<file path="config.mk">
export PLATFORM = sky130hd
export DESIGN_NAME = nx_bit_walker
export DESIGN_NICKNAME = d
export VERILOG_FILES = /design/src/rtl/nx_bit_walker.sv
export SDC_FILE = /design/constraint.sdc
export NUM_CORES = 1
export LEC_CHECK = 0
export ABC_AREA = 1
export BUFFER_PORTS_ARGS = -buffer_cell sky130_fd_sc_hd__buf_2
export CAP_MARGIN = 25
export CELL_PAD_IN_SITES_DETAIL_PLACEMENT = 0
export CELL_PAD_IN_SITES_GLOBAL_PLACEMENT = 1
export CORE_MARGIN = 2
export CORE_UTILIZATION = 40
export CTS_CLUSTER_DIAMETER = 200
export DETAILED_ROUTE_END_ITERATION = 7
export HOLD_SLACK_MARGIN = 0.02
export PLACE_DENSITY_LB_ADDON = 0.1
export SETUP_SLACK_MARGIN = 0.5
export SYNTH_ARGS = -nofsm -noshare
export SYNTH_HDL_FRONTEND = slang
export SYNTH_SLANG_ARGS = --single-unit
</file>
<file path="constraint.sdc">
create_clock -name clk_i -period 3.6 [get_ports clk_i]
set_input_delay 0.36 -clock clk_i [delete_from_list [all_inputs] [get_ports clk_i]]
set_output_delay 0.36 -clock clk_i [all_outputs]
set_load 0.02 [all_outputs]
</file>
<file path="src/rtl/nx_bit_walker.sv">
// Walks an accepted mask from its most significant set bit downward, emitting
// the leading-zero position of each set bit, one per index handshake.
module nx_bit_walker #(
  parameter int unsigned WIDTH       = 32,
  parameter int unsigned INDEX_WIDTH = $clog2(WIDTH)
) (
  input  logic                   clk_i,
  input  logic                   rst_i,
  input  logic                   abort_i,
  input  logic [WIDTH-1:0]       mask_i,
  input  logic                   mask_valid_i,
  output logic                   mask_ready_o,
  output logic [INDEX_WIDTH-1:0] index_o,
  output logic                   index_last_o,
  output logic                   index_valid_o,
  input  logic                   index_ready_i,
  output logic                   busy_o
);

  typedef enum logic {
    IDLE = 1'b0,
    WALK = 1'b1
  } state_t;

  state_t                 state;
  logic [WIDTH-1:0]       remaining;
  logic [WIDTH-1:0]       top_bit;
  logic [INDEX_WIDTH-1:0] top_idx;
  logic                   one_left;
  logic                   index_hs;
  logic                   mask_hs;

  // Highest set bit of remaining; later (higher) positions override lower ones.
  always_comb begin
    top_bit = '0;
    top_idx = '0;
    for (int unsigned i = 0; i < WIDTH; i++) begin
      if (remaining[i]) begin
        top_bit = WIDTH'(1) << i;
        top_idx = INDEX_WIDTH'(WIDTH - 1 - i);
      end
    end
  end

  assign one_left = (remaining != '0) && ((remaining & (remaining - WIDTH'(1))) == '0);

  assign index_valid_o = (state == WALK);
  assign busy_o        = (state == WALK);
  assign mask_ready_o  = (state == IDLE) && !abort_i;
  assign index_o       = top_idx;
  assign index_last_o  = (state == WALK) && one_left;

  assign index_hs = index_valid_o && index_ready_i;
  assign mask_hs  = mask_ready_o && mask_valid_i;

  // Abort wins over any handshake in the same cycle.
  always_ff @(posedge clk_i) begin
    if (rst_i) begin
      state     <= IDLE;
      remaining <= '0;
    end else if (abort_i) begin
      state     <= IDLE;
      remaining <= '0;
    end else begin
      case (state)
        WALK: begin
          if (index_hs) begin
            remaining <= remaining & ~top_bit;
            if (one_left) begin
              state <= IDLE;
            end
          end
        end
        default: begin
          // A zero mask is consumed without leaving IDLE.
          if (mask_hs && (mask_i != '0)) begin
            remaining <= mask_i;
            state     <= WALK;
          end
        end
      endcase
    end
  end

endmodule
</file>
==> results.md <==
- VDD IR-drop max: 0.1566 mV
- Source of the critical timing path: remaining[0]
- Area of the die: just under 7000 sq um
- Total of max-cap violations: 0
- Shortest period the worst path allows: 3.127 ns
- Lkg Pwr: about 1.5 nW
- Final routed wirelength across all metal layers: 9.308 mm
- Launch point of the worst reg-to-reg path: remaining[0]
- Skew final: 0.009046 ns
- Last weighted congestion value of the routability-driven placer: 0.9657
- Normalized max-slew margin: about two fifths
- Die outline height: 83.41 um
- Starting Density: 42.11%
- Core Rows: 28
- Clock-pin slew reported for the worst setup and hold paths after clock tree synthesis: about 0.070 ns
- I/O pin total: 46
- Post-Place Cells: 545
- Dominant cells by area after synthesis: dfxtp_1, nand2_1, nor2_1
- Net count of the mapped netlist: 470
- Die span in x: 83.41 um
- TNS Setup: 0 ns
- CORE AREA: 5991 sq um
- Synth top area share: between 20% and 30%
- Post-synthesis cell count: 433
- Max Fclk: 0.3198 GHz
- Clock net sink count: 33
- Via density: 5.510
- Post-route clock period utilization: 86.87%
- Vias in the first global route: 2966
- Mean cell area of the mapped netlist: 5.825 sq um
- Largest net degree at the start of global routing: 34
- Kind of critical path: flip-flop to output pin
- Ratio of cells with drive above 1 in the final layout: 23.90%
- Fill cells: 653
- Internal power: 0.6567 mW
- Register bit total from synthesis: 33
- Outcome: finished clean
- Count of different cell masters after synthesis: 36
- End point of the critical path: index_last_o
- Classification of the worst-slack hold path: input port to flip-flop
- Clock tree from TritonCTS: done
- DRC errors left: 0
- Biggest fanout along the worst timing path: 4
- Number of nets with antenna violations after routing: 0
- Worst r2r dst: busy_o
- Num CTS Buffers: 5
- Clk network pwr share: 26.7%
- Switching power total: roughly 0.38 mW
- DRT Pass-1 Iters: 7
- Slew Limit Fails: 0
- R2R cell count: 24
- Clock latency reported for the late side of the worst-skew pair: 0.29 ns
- Sequential fraction of the synthesis area: 26.19%
- Library cell occupying the most area in the post-synthesis netlist: dfxtp_1
- Setup violation total in the final timing report: 0
- Port Buf Inserts: 45
- Warnings, synthesis: 0
- RSZ-0062 raised after global routing: yes
- Detail Placement HPWL: 7.162 mm
- Number of antenna violations at the first check in global routing: 0
- Wire length of the first global-routing pass: ~15 mm
- Part of the power in combinational logic: 36.4%
- Clock tree root buffer cell: clkbuf_8
- Type of element capturing the critical path: output pin
- H-tree Lvls: 2
- Pin slew with the least headroom to its limit: 0.8774 ns
- Net count, final: 534
- Hold violation total from the final report: 0
- Number of buffers on the longest clock path: 2
- Number of vias in the routed layout: roughly 3200
- Sequential fraction of design power: between 30 and 40%
- Total power per unit cell area: 332.0 nW/um^2
- Overflow left after global routing: 0
- Required time worst endpoint: 3.24 ns
- N_diodes: 0
- Startpoint type of the worst setup path: flip-flop
- Final standard cell count with taps included and fillers excluded: 573
- Detailed Route Iter0 Violations: 317
- Total track usage: a little over a quarter
- Switching power as a share of total power: between 30% and 40%
- Worst Path Arrival: 2.77 ns
- Avg WL per Cell: 16.24 um
- Cell area after synthesis: between 2000 and 3000 sq um
- Area Overhead vs Synth: 24.36%
- Reg-to-reg setup timing slack: 0.55 ns
## per-stage QoR
step / cell area [sq um] / hold WS, ns / setup WS [ns] / utilization, % / total power, mW
3_3_place_gp: 2825 / 0.4777 / 0.5413 / 47.16 / 0.7061
6_report: 3137 / 0.3205 / 0.4727 / 52.36 / 1.041
5_1_grt: 3137 / 0.3263 / 0.2830 / 52.36 / 1.096
3_5_place_dp: 2825 / 0.4787 / 0.5702 / 47.16 / 0.7014
4_1_cts: 3099 / 0.3210 / 0.4018 / 51.73 / 1.025
2_1_floorplan: 2522 / 0.4518 / 1.166 / - / 0.5966
## power groups by stage
stage	Clock (mW)	Sequential (mW)	Combinational [mW]
finish	0.278	0.384	0.380
global route	0.300	0.385	0.411
CTS	0.278	0.383	0.364
detailed placement	0	0.392	0.309
global placement	0	0.392	0.314
floorplan	0	0.389	0.207
## registers in the layout, summed over array words and instances (netlist names)
signal     count
remaining     32
busy_o         1
## repair_timing
item                                    in CTS  in global routing
endpoints found under the setup margin       1                  3
cloned                                       0                  0
hold buffers                                 0                  0
pin swaps                                   12                  7
setup buffers                               19                  1
gates resized for setup                     21                  9
## layer usage
metal | track usage [%] | up-vias | routed length (um)
met4 | 8.358 | 0 | 183
met5 | 0 | - | 0
li1 | - | 1538 | -
met2 | 40.03 | 165 | 3964
met1 | 38.74 | 1434 | 4489
met3 | 3.678 | 20 | 670
## worst max-delay path, stage by stage (launching register included)
cell and delay, ns:
dfxtp_2 0.34, inv_2 0.05, nand2_2 0.06, inv_2 0.07, nand2_4 0.06, nor2_4 0.13
nand2_2 0.09, nor2_4 0.12, inv_4 0.07, nor2_4 0.12, nand2_2 0.08, nor2_4 0.13
nand2_2 0.07, nand2_2 0.08, o2111ai_2 0.11, a21oi_1 0.15, nand4_1 0.15, nor4_2 0.19
nand2_1 0.15, nor2_2 0.11, buf_4 0.15
## Yosys cell counts
| master | number |
|---|---|
| nor4_1 | 11 |
| o21ai_1 | 1 |
| a22oi_1 | 1 |
| nand2_1 | 120 |
| a211oi_1 | 1 |
| o211ai_1 | 1 |
| inv_1 | 59 |
| a41oi_1 | 3 |
| a31oi_1 | 5 |
| a21oi_1 | 44 |
| o41ai_1 | 1 |
| a2bb2oi_1 | 3 |
| nand2_2 | 2 |
| o221ai_1 | 1 |
| clkbuf_1 | 10 |
| o21ai_0 | 28 |
| nor2_2 | 1 |
| o31ai_1 | 2 |
| nor4_2 | 2 |
| nand4_1 | 6 |
| nor2_1 | 63 |
| buf_1 | 1 |
| nand2_4 | 1 |
| o22ai_1 | 1 |
| buf_4 | 1 |
| or2_2 | 4 |
| o21a_1 | 1 |
| buf_2 | 1 |
| o2111ai_1 | 2 |
| nor3b_1 | 1 |
| inv_2 | 5 |
| nand3_1 | 5 |
| dfxtp_1 | 33 |
| nor3_1 | 4 |
| nor2_4 | 7 |
| a2111oi_4 | 1 |
## kinds of logic (layout without fill, tap and decap cells)
group	count (synthesis)	in the layout	share of synthesized area, %
AND/OR/NAND/NOR	227	227	39.83
AO/OA/AOI/OAI	96	96	22.32
buffers and inverters	77	142	11.66
flip-flops	33	33	26.19
## placed cells by master (no fill, tap or decap), drive strengths merged
master and n:
a2111oi 1, a211oi 1, a21oi 44, a22oi 1
a2bb2oi 3, a31oi 5, a41oi 3, buf 70
clkbuf 8, dfxtp 33, inv 64, nand2 123
nand3 5, nand4 6, nor2 71, nor3 4
nor3b 1, nor4 13, o2111ai 2, o211ai 1
o21a 1, o21ai 29, o221ai 1, o22ai 1
o31ai 2, o41ai 1, or2 4
## layout make-up
type	instances	area, sq um	area share, %
Tap cell	75	93.84	2.992
Timing Repair Buffer	70	425.4	13.56
Clock buffer	8	80.08	2.553
Multi-Input combinational cell	323	1624	51.78
Sequential cell	33	670.6	21.38
Inverter	64	242.7	7.738
## worst min path at each step
stage | startpoint | endpoint | depth (start not counted)
floorplan | remaining[30] | remaining[30] | 2
global placement | remaining[30] | remaining[30] | 2
detailed placement | remaining[30] | remaining[30] | 2
CTS | mask_i[22] | remaining[22] | 3
global route | mask_i[22] | remaining[22] | 3
finish | mask_i[11] | remaining[11] | 3
(Power assumes the default switching activity.)
